<file path="src/rtl/uart_rx_pkg.sv">
// Shared types and constants for the uart_rx receiver: FSM states, parity
// encodings and the set of supported oversampling ratios.
package uart_rx_pkg;

  typedef enum logic [2:0] {
    S_IDLE   = 3'd0,
    S_START  = 3'd1,
    S_DATA   = 3'd2,
    S_PARITY = 3'd3,
    S_STOP   = 3'd4
  } state_e;

  localparam logic PAR_EVEN = 1'b0;
  localparam logic PAR_ODD  = 1'b1;

  localparam int unsigned PRESCALE_8  = 8;
  localparam int unsigned PRESCALE_16 = 16;
  localparam int unsigned PRESCALE_32 = 32;

  function automatic logic prescale_is_legal(input int unsigned p);
    return (p == PRESCALE_8) || (p == PRESCALE_16) || (p == PRESCALE_32);
  endfunction

endpackage

</file>
<file path="src/rtl/uart_rx_sampler.sv">
// Edge/bit counters and mid-bit sampling for uart_rx.
// Define UART_RX_MAJORITY_EN for 2-of-3 voting around the bit centre.
module uart_rx_sampler #(
  parameter int PRESCALE_W = 6,
  parameter int BIT_CNT_W  = 4
) (
  input  logic                  clk,
  input  logic                  rst_n,
  input  logic                  rx_in,
  input  logic                  en,
  input  logic                  restart,
  input  logic [PRESCALE_W-1:0] prescale,
  output logic [BIT_CNT_W-1:0]  bit_cnt,
  output logic                  bit_done,
  output logic                  bit_val
);

  logic [PRESCALE_W-1:0] edge_cnt_q, edge_cnt_d;
  logic [BIT_CNT_W-1:0]  bit_cnt_q, bit_cnt_d;
  logic [PRESCALE_W-1:0] half, last;
  logic                  s_mid_q, s_mid_d;

  assign half     = prescale >> 1;
  assign last     = prescale - PRESCALE_W'(1);
  assign bit_done = en && (edge_cnt_q == last);
  assign bit_cnt  = bit_cnt_q;

  always_comb begin
    edge_cnt_d = edge_cnt_q + PRESCALE_W'(1);
    if (!en || bit_done) edge_cnt_d = '0;

    bit_cnt_d = bit_cnt_q;
    if (restart)       bit_cnt_d = '0;
    else if (bit_done) bit_cnt_d = bit_cnt_q + BIT_CNT_W'(1);

    s_mid_d = s_mid_q;
    if (en && (edge_cnt_q == half)) s_mid_d = rx_in;
  end

  always_ff @(posedge clk or negedge rst_n) begin
    if (!rst_n) begin
      edge_cnt_q <= '0;
      bit_cnt_q  <= '0;
      s_mid_q    <= 1'b1;
    end else begin
      edge_cnt_q <= edge_cnt_d;
      bit_cnt_q  <= bit_cnt_d;
      s_mid_q    <= s_mid_d;
    end
  end

`ifdef UART_RX_MAJORITY_EN
  logic s_lo_q, s_lo_d, s_hi_q, s_hi_d;

  always_comb begin
    s_lo_d = s_lo_q;
    s_hi_d = s_hi_q;
    if (en && (edge_cnt_q == half - PRESCALE_W'(1))) s_lo_d = rx_in;
    if (en && (edge_cnt_q == half + PRESCALE_W'(1))) s_hi_d = rx_in;
  end

  always_ff @(posedge clk or negedge rst_n) begin
    if (!rst_n) begin
      s_lo_q <= 1'b1;
      s_hi_q <= 1'b1;
    end else begin
      s_lo_q <= s_lo_d;
      s_hi_q <= s_hi_d;
    end
  end

  assign bit_val = (s_lo_q & s_mid_q) | (s_lo_q & s_hi_q) | (s_mid_q & s_hi_q);
`else
  assign bit_val = s_mid_q;
`endif

endmodule

</file>
<file path="src/rtl/uart_rx.sv">
// Oversampled UART receiver: FSM, shift register, parity/stop checks, outputs.
// Optional UART_RX_MAJORITY_EN selects 2-of-3 voting in uart_rx_sampler.
module uart_rx
  import uart_rx_pkg::*;
#(
  parameter int DATA_WIDTH = 8,
  parameter int PRESCALE_W = 6
) (
  input  logic                  CLK,
  input  logic                  rst_n,
  input  logic                  RX_IN,
  input  logic                  PAR_EN,
  input  logic                  PAR_TYP,
  input  logic [PRESCALE_W-1:0] Prescale,
  output logic [DATA_WIDTH-1:0] P_DATA,
  output logic                  Data_Valid,
  output logic                  Parity_Error,
  output logic                  Frame_Error
);

  // state  | meaning
  // IDLE   | line idle, waiting for RX_IN low
  // START  | start bit; a high sample means a glitch
  // DATA   | shifting DATA_WIDTH bits, LSB first
  // PARITY | parity bit check (only when PAR_EN latched)
  // STOP   | stop bit check, result publish, back-to-back detect

  localparam int BIT_CNT_W = $clog2(DATA_WIDTH + 3);

  state_e                state_q, state_d;
  logic [DATA_WIDTH-1:0] shift_q, shift_d;
  logic [DATA_WIDTH-1:0] p_data_q, p_data_d;
  logic                  dv_q, dv_d;
  logic                  perr_q, perr_d;
  logic                  ferr_q, ferr_d;
  logic                  par_en_q, par_en_d;
  logic                  par_typ_q, par_typ_d;
  logic [PRESCALE_W-1:0] prescale_q, prescale_d;

  logic                  start_entry;
  logic                  bit_done, bit_val, par_exp;
  logic [BIT_CNT_W-1:0]  bit_cnt;
  logic [PRESCALE_W-1:0] prescale_legal;

  assign prescale_legal = prescale_is_legal(32'(Prescale)) ? Prescale
                                                           : PRESCALE_W'(PRESCALE_8);
  assign par_exp = (par_typ_q == PAR_ODD) ? ~^shift_q : ^shift_q;

  uart_rx_sampler #(
    .PRESCALE_W (PRESCALE_W),
    .BIT_CNT_W  (BIT_CNT_W)
  ) u_sampler (
    .clk      (CLK),
    .rst_n    (rst_n),
    .rx_in    (RX_IN),
    .en       (state_q != S_IDLE),
    .restart  (start_entry),
    .prescale (prescale_q),
    .bit_cnt  (bit_cnt),
    .bit_done (bit_done),
    .bit_val  (bit_val)
  );

  always_comb begin
    state_d     = state_q;
    shift_d     = shift_q;
    p_data_d    = p_data_q;
    dv_d        = 1'b0;
    perr_d      = perr_q;
    ferr_d      = ferr_q;
    par_en_d    = par_en_q;
    par_typ_d   = par_typ_q;
    prescale_d  = prescale_q;
    start_entry = 1'b0;

    case (state_q)
      S_IDLE: begin
        if (!RX_IN) start_entry = 1'b1;
      end
      S_START: begin
        if (bit_done) state_d = bit_val ? S_IDLE : S_DATA;
      end
      S_DATA: begin
        if (bit_done) begin
          shift_d = {bit_val, shift_q[DATA_WIDTH-1:1]};
          if (bit_cnt == BIT_CNT_W'(DATA_WIDTH))
            state_d = par_en_q ? S_PARITY : S_STOP;
        end
      end
      S_PARITY: begin
        if (bit_done) begin
          if (bit_val != par_exp) perr_d = 1'b1;
          state_d = S_STOP;
        end
      end
      S_STOP: begin
        if (bit_done) begin
          if (!bit_val) begin
            ferr_d = 1'b1;
          end else if (!perr_q) begin
            dv_d     = 1'b1;
            p_data_d = shift_q;
          end
          if (!RX_IN) start_entry = 1'b1;
          else        state_d     = S_IDLE;
        end
      end
      default: state_d = S_IDLE;
    endcase

    // Every frame start (idle or back-to-back) snapshots config and clears flags.
    if (start_entry) begin
      state_d    = S_START;
      perr_d     = 1'b0;
      ferr_d     = 1'b0;
      par_en_d   = PAR_EN;
      par_typ_d  = PAR_TYP;
      prescale_d = prescale_legal;
    end
  end

  always_ff @(posedge CLK or negedge rst_n) begin
    if (!rst_n) begin
      state_q    <= S_IDLE;
      shift_q    <= '0;
      p_data_q   <= '0;
      dv_q       <= 1'b0;
      perr_q     <= 1'b0;
      ferr_q     <= 1'b0;
      par_en_q   <= 1'b0;
      par_typ_q  <= 1'b0;
      prescale_q <= PRESCALE_W'(PRESCALE_8);
    end else begin
      state_q    <= state_d;
      shift_q    <= shift_d;
      p_data_q   <= p_data_d;
      dv_q       <= dv_d;
      perr_q     <= perr_d;
      ferr_q     <= ferr_d;
      par_en_q   <= par_en_d;
      par_typ_q  <= par_typ_d;
      prescale_q <= prescale_d;
    end
  end

  assign P_DATA       = p_data_q;
  assign Data_Valid   = dv_q;
  assign Parity_Error = perr_q;
  assign Frame_Error  = ferr_q;

endmodule

</file>
<file path="config.mk">
export PLATFORM = sky130hd
export DESIGN_NAME = uart_rx
export DESIGN_NICKNAME = d
export VERILOG_FILES = /design/src/rtl/uart_rx_pkg.sv /design/src/rtl/uart_rx_sampler.sv /design/src/rtl/uart_rx.sv
export SDC_FILE = /design/constraint.sdc
export NUM_CORES = 1
export LEC_CHECK = 0
export CAP_MARGIN = 20
export CELL_PAD_IN_SITES_DETAIL_PLACEMENT = 1
export CELL_PAD_IN_SITES_GLOBAL_PLACEMENT = 1
export CORE_MARGIN = 2
export CORE_UTILIZATION = 40
export CTS_CLUSTER_SIZE = 30
export DETAILED_ROUTE_END_ITERATION = 6
export DONT_BUFFER_PORTS = 1
export HOLD_SLACK_MARGIN = 0.1
export PLACE_DENSITY_LB_ADDON = 0.08
export SLEW_MARGIN = 10
export SYNTH_ARGS = -nofsm -noshare
export SYNTH_HDL_FRONTEND = slang
export SYNTH_HIERARCHICAL = 1
export SYNTH_SLANG_ARGS = --single-unit
</file>
<file path="constraint.sdc">
create_clock -name CLK -period 3.9 [get_ports CLK]
set_input_delay 0.78 -clock CLK [delete_from_list [all_inputs] [get_ports CLK]]
set_output_delay 0.78 -clock CLK [all_outputs]
set_load 0.01 [all_outputs]
</file>
* Word level (Yosys, flattened, before mapping) *
Index checks and enable logic that the tools add are counted.

word-level totals
  bits in registers = 41
  input port bits = 11
  logic and storage cells = 84

cells by class
  add/subtract/negate cells = 3
  equal/unequal tests = 19
  mux-type cells = 30
  bitwise logic cells = 1
  reductions and logical operators = 19

operators with widths
  cell                                                  number
  two-way mux 3 bit                                     8
  two-way mux 1 bit                                     15
  case mux 3 bit (5 select lines)                       1
  two-way mux 6 bit                                     2
  != test 3 x 2 -> 1 bit (second input constant)        4
  two-way mux 4 bit                                     2
  nonzero test 2 bit                                    4
  XNOR reduction 8 bit                                  1
  XOR reduction 8 bit                                   1
  AND reduction 7 bit                                   1
  adder 6 x 1 -> 6 bit (second input constant)          1
  equality test 3 x 2 -> 1 bit (second input constant)  2
  equality test 6 x 4 -> 1 bit (second input constant)  1
  equality test 6 x 5 -> 1 bit                          1
  equality test 6 x 5 -> 1 bit (second input constant)  1
  equality test 6 bit                                   1
  equality test 6 bit (second input constant)           1
  != test 3 bit (second input constant)                 2
  AND reduction 3 bit                                   2
  subtractor 6 x 1 -> 6 bit (second input constant)     1
  adder 4 x 1 -> 4 bit (second input constant)          1
  equality test 4 bit (second input constant)           1
  != test 2 bit (second input constant)                 2
  AND reduction 4 bit                                   1
  12 further kinds                                      15

* Depth between registers and ports, before layout *
  word-level depth = 7
  depth in mapped cells = 13
  depth with buffers taken out = 11

* Modules after synthesis *
Netlist, hierarchy kept.

modules (own cells, without submodules)
  module           instances  cells an instance  area each (um^2)  sequential area each (um^2)
  uart_rx          1          108                1,431.4           752.0
  uart_rx_sampler  1          81                 739.5             276.5

* Worst setup path after synthesis *
OpenSTA, ideal clock, no wires.

  path kind = register -> register
  start = reg prescale_q[0]
  end = reg shift_q[0]
  arrival time = 2,772 ps
  data required time = 3,775 ps
  slack = 1,003 ps
  stages on the path, launching flop included = 13
  buffers on the path = 2
  cells stage by stage = dfrtp_1 > inv_1 > ha_1 > or3b_2 > a211oi_1 > nand3_1 > nor2_1 > buf_2 > inv_1 > nor3b_2 > and2_4 > buf_12 > mux2_4

between the ends
  cells in the longest elaborated chain, start to end = 4

ends and longest elaborated chain
  what                           RTL line               source
  from (decl)                    uart_rx.sv:38          logic [PRESCALE_W-1:0] prescale_q, prescale_d;
  from (signal assigned)         uart_rx.sv:132         prescale_q <= PRESCALE_W'(PRESCALE_8);
  from (signal assigned)         uart_rx.sv:142         prescale_q <= prescale_d;
  subtractor 6 x 1 -> 6 bit      uart_rx_sampler.sv:24  assign last = prescale - PRESCALE_W'(1);
  equality test 6 bit            uart_rx_sampler.sv:25  assign bit_done = en && (edge_cnt_q == last);
  logical AND 1 bit              uart_rx_sampler.sv:25
  via bit_done                   uart_rx.sv:41          logic bit_done, bit_val, par_exp;
  AND reduction 2 bit (no line)  --
  to (signal assigned)           uart_rx.sv:135         shift_q <= shift_d;
  to (decl)                      uart_rx.sv:31          logic [DATA_WIDTH-1:0] shift_q, shift_d;

The timed path passes the listed nets, and every way through them passes these cells.
A chain may end at the register's enable or synchronous reset.

* Worst setup path in the final report *
  start = reg prescale_q[1]
  end = reg shift_q[7]

The elaborated chain is that of the path after synthesis.

==> out/qor.json <==
{
  "run_status": "complete, no violations",
  "gate_count_post_synth": 189,
  "worst_setup_path_start_kind": "flop",
  "totalWireLength_mm": 4.38,
  "leakagePower_uw": 0.00102,
  "area_of_the_core_region_sq_mm": 0.00517,
  "regToRegStartpoint": "prescale_q[1]",
  "largest_net_degree_at_the_start_of_global_routing": 42,
  "worstSetupPathType": "reg -> reg",
  "clkTransAtPathRegs_ns": 0.08,
  "switching_component_of_the_power_uw": 396,
  "final.setup.tns_ns": 0,
  "num-fill-cells": 565,
  "finalCriticalPeriod_ns": 3.07,
  "numCtsBuffers": 5,
  "max_slew_margin_pct": 68.0,
  "fp.dieArea_sq_mm": 0.00603,
  "global_route.overflow_total": 0,
  "first_pass_iters": 4,
  "synthFlopType": "sky130_fd_sc_hd__dfrtp_1",
  "finalClockSkew_ns": 0.00812,
  "synth_nets": 203,
  "hold_viol": 0,
  "internal_power_uw": 910,
  "share_seq_of_total_power_pct": 46.1,
  "asyncSetResetFlopFracSynth_pct": 100,
  "antenna_cells": 0,
  "last_weighted_congestion_value_of_the_routability_driven_placer": 0.840,
  "ctsLongestPathBuffers": 2,
  "fp.dieW_um": 77.7,
  "post_synth_most_frequent_cells": "sky130_fd_sc_hd__dfrtp_1, sky130_fd_sc_hd__xnor2_1, sky130_fd_sc_hd__inv_1",
  "post_synth_instance_area_sq_mm": 0.00217,
  "stdcell_area_sq_mm": 0.00236,
  "initial_core_util_pct": 42.0,
  "routed_wire_length_per_instance_um": 16.7,
  "dr_total_vias": 1423,
  "clock.fmax_mhz": 326,
  "timing_worst_slew_pin_value_ns": 0.477,
  "place_area_sq_mm": 0.00222,
  "worst-path-max-fanout": 11,
  "detailroute.wirelength.met2_mm": 2.11,
  "timing.final.crit_share_pct": 78.7,
  "clkPwrFrac_pct": 30.8,
  "post-route-drc-count": 0,
  "syn2layout_area_growth_pct": 8.59,
  "vias_in_the_first_global_route": 1473,
  "wl_met1_mm": 2.06,
  "ioPinCount": 22,
  "placement.io_buffers": 0,
  "groute.usage.overall_pct": 15.6,
  "stdcell_count": 262,
  "synth.most_common_cell": "sky130_fd_sc_hd__dfrtp_1",
  "pre_cts_ws_ns": 0.838,
  "place_inst": 254,
  "yosysTopAreaCell": "sky130_fd_sc_hd__dfrtp_1",
  "finalMaxSlewViolations": 0,
  "synth_largest_type_area_fraction_pct": 45.0,
  "clk-insertion-delay-late_ns": 0.29,
  "max-cap-violations": 0,
  "critPathRequiredTime_ns": 4.08,
  "antenna_found_initial": 0,
  "arrival_ns": 3.25,
  "floorplan_die_height_um": 77.7,
  "synth_seq_cells": 41,
  "cts_sinks": 41,
  "finalWorstSetupSlack_ns": 0.831,
  "rrSetupSlack_ns": 0.83,
  "number_of_enable_type_register_cells_in_the_synthesized_netlist": 0,
  "synth.yosys.seq_area_share_pct": 47.4,
  "drt.antenna.violating_nets": 0,
  "drive_gt1_share_pct": 21.4,
  "swShare_pct": 30.3,
  "routed.top_layer": "met4",
  "r2r_cells": 11,
  "comb_power_share_pct": 23.2,
  "setup_viol_count_final": 0,
  "cell_types_with_the_largest_area_share_after_synthesis": "sky130_fd_sc_hd__dfrtp_1, sky130_fd_sc_hd__mux2_2, sky130_fd_sc_hd__xnor2_1",
  "syn_avg_cell_area_sq_um": 11.5,
  "estimated_wirelength_of_the_detail_placed_design_mm": 3.13,
  "cts_resized": 0,
  "hold_buffers": 0,
  "powerDensity_mw_per_mm2": 554,
  "synth-warning-count": 6,
  "r2r_end": "shift_q[7]",
  "tritoncts": "done",
  "end_kind": "flop",
  "power.ir.vdd_worst_v": 0.000193,
  "rsz0062_at_grt": "no",
  "post-cts-setup-buffers": 0,
  "post_drt_via_cell_ratio": 5.43,
  "grt_first_pass_wirelength_mm": 7.39,
  "placement_rows": 26,
  "yosys.cell_types.count": 49,
  "hold_path_class": "in -> async",
  "wl_met3_um": 160,
  "dr.first_iter.drc_count": 61,
  "clock-root-buffer": "sky130_fd_sc_hd__clkbuf_8",
  "finalNetCount": 205,
  "cts.htree.levels": 2
}
==> stage by stage <==
step	hold slack [ns]	utilization (%)	total power, uW
after floorplan	0.484	-	842
after global placement	0.486	43.0	900
after detailed placement	0.486	43.0	915
after CTS	0.167	45.6	1330
after global routing	0.153	45.6	1390
final	0.179	45.6	1310
==> metal layers <==
layer	GRT usage (%)	vias up
li1	-	666
met1	20.7	728
met2	25.3	24
met3	4.19	5
met4	3.93	0
met5	0	-
==> cell usage in the layout (no fill, tap or decap), types with 4 or more instances in the layout <==
| master | netlist | routed |
|---|---|---|
| sky130_fd_sc_hd__inv_1 | 14 | 14 |
| sky130_fd_sc_hd__nand2_1 | 7 | 7 |
| sky130_fd_sc_hd__clkbuf_8 | 0 | 5 |
| sky130_fd_sc_hd__mux2_2 | 13 | 13 |
| sky130_fd_sc_hd__o21ai_0 | 5 | 5 |
| sky130_fd_sc_hd__a21oi_1 | 4 | 4 |
| sky130_fd_sc_hd__mux2_4 | 8 | 8 |
| sky130_fd_sc_hd__xor2_1 | 5 | 5 |
| sky130_fd_sc_hd__nor2b_1 | 5 | 5 |
| sky130_fd_sc_hd__dfrtp_1 | 39 | 39 |
| sky130_fd_sc_hd__nand3_1 | 7 | 7 |
| sky130_fd_sc_hd__nor2_1 | 12 | 12 |
| sky130_fd_sc_hd__xnor2_1 | 15 | 15 |
==> flip-flops by register name, indices dropped and copies added, names as in the netlist <==
signal                count
P_DATA                    8
shift_q                   8
prescale_q                6
u_sampler/edge_cnt_q      6
u_sampler/bit_cnt         4
state_q                   3
Data_Valid                1
Frame_Error               1
Parity_Error              1
par_en_q                  1
par_typ_q                 1
u_sampler/bit_val         1
==> layout make-up <==
class | instances | area, sq um | share of cell area [%]
multi-input cells | 127 | 1040 | 44.1
flip-flops and latches | 41 | 1030 | 43.6
well taps | 70 | 87.6 | 3.72
clock buffers | 5 | 68.8 | 2.92
clock inverters | 3 | 65.1 | 2.76
inverters | 14 | 52.6 | 2.23
repair buffers | 2 | 15.0 | 0.637
==> power by group through the flow <==
stage               clock network (uW)  logic, uW  registers, uW
floorplan                            0        284            558
global placement                     0        295            606
detailed placement                   0        303            611
CTS                                416        308            603
global route                       433        342            618
finish                             402        303            602
==> cells by family after synthesis <==
kind of cell / count (synthesis) / synth area share [%]
xor gates and xnor gates: 21 / 9.11
buffers and inverters: 21 / 4.73
DFF: 41 / 47.4
adders and majority gates: 3 / 1.73
and+or+nand+nor: 55 / 15.4
muxes: 22 / 12.7
AOI/OAI and AO/OA: 26 / 8.88
==> critical path, stage by stage, from the launching register on <==
cell                       delay, ns
sky130_fd_sc_hd__dfrtp_1        0.42
sky130_fd_sc_hd__inv_1          0.07
sky130_fd_sc_hd__ha_1           0.23
sky130_fd_sc_hd__or3b_2         0.46
sky130_fd_sc_hd__a211oi_1       0.30
sky130_fd_sc_hd__nand3_1        0.19
sky130_fd_sc_hd__nor2_1         0.12
sky130_fd_sc_hd__buf_4          0.18
sky130_fd_sc_hd__inv_1          0.09
sky130_fd_sc_hd__nor3b_2        0.26
sky130_fd_sc_hd__and2_4         0.30
sky130_fd_sc_hd__mux2_4         0.32
==> worst max path at each step <==
stage / start / end / cells past startpoint
after detailed placement: prescale_q[1] / shift_q[1] / 11
final: prescale_q[1] / shift_q[7] / 11
after CTS: prescale_q[1] / shift_q[7] / 11
after floorplan: prescale_q[0] / shift_q[0] / 12
after global routing: prescale_q[1] / shift_q[0] / 11
after global placement: prescale_q[1] / shift_q[3] / 11
Power figures use the tool's default switching activity.
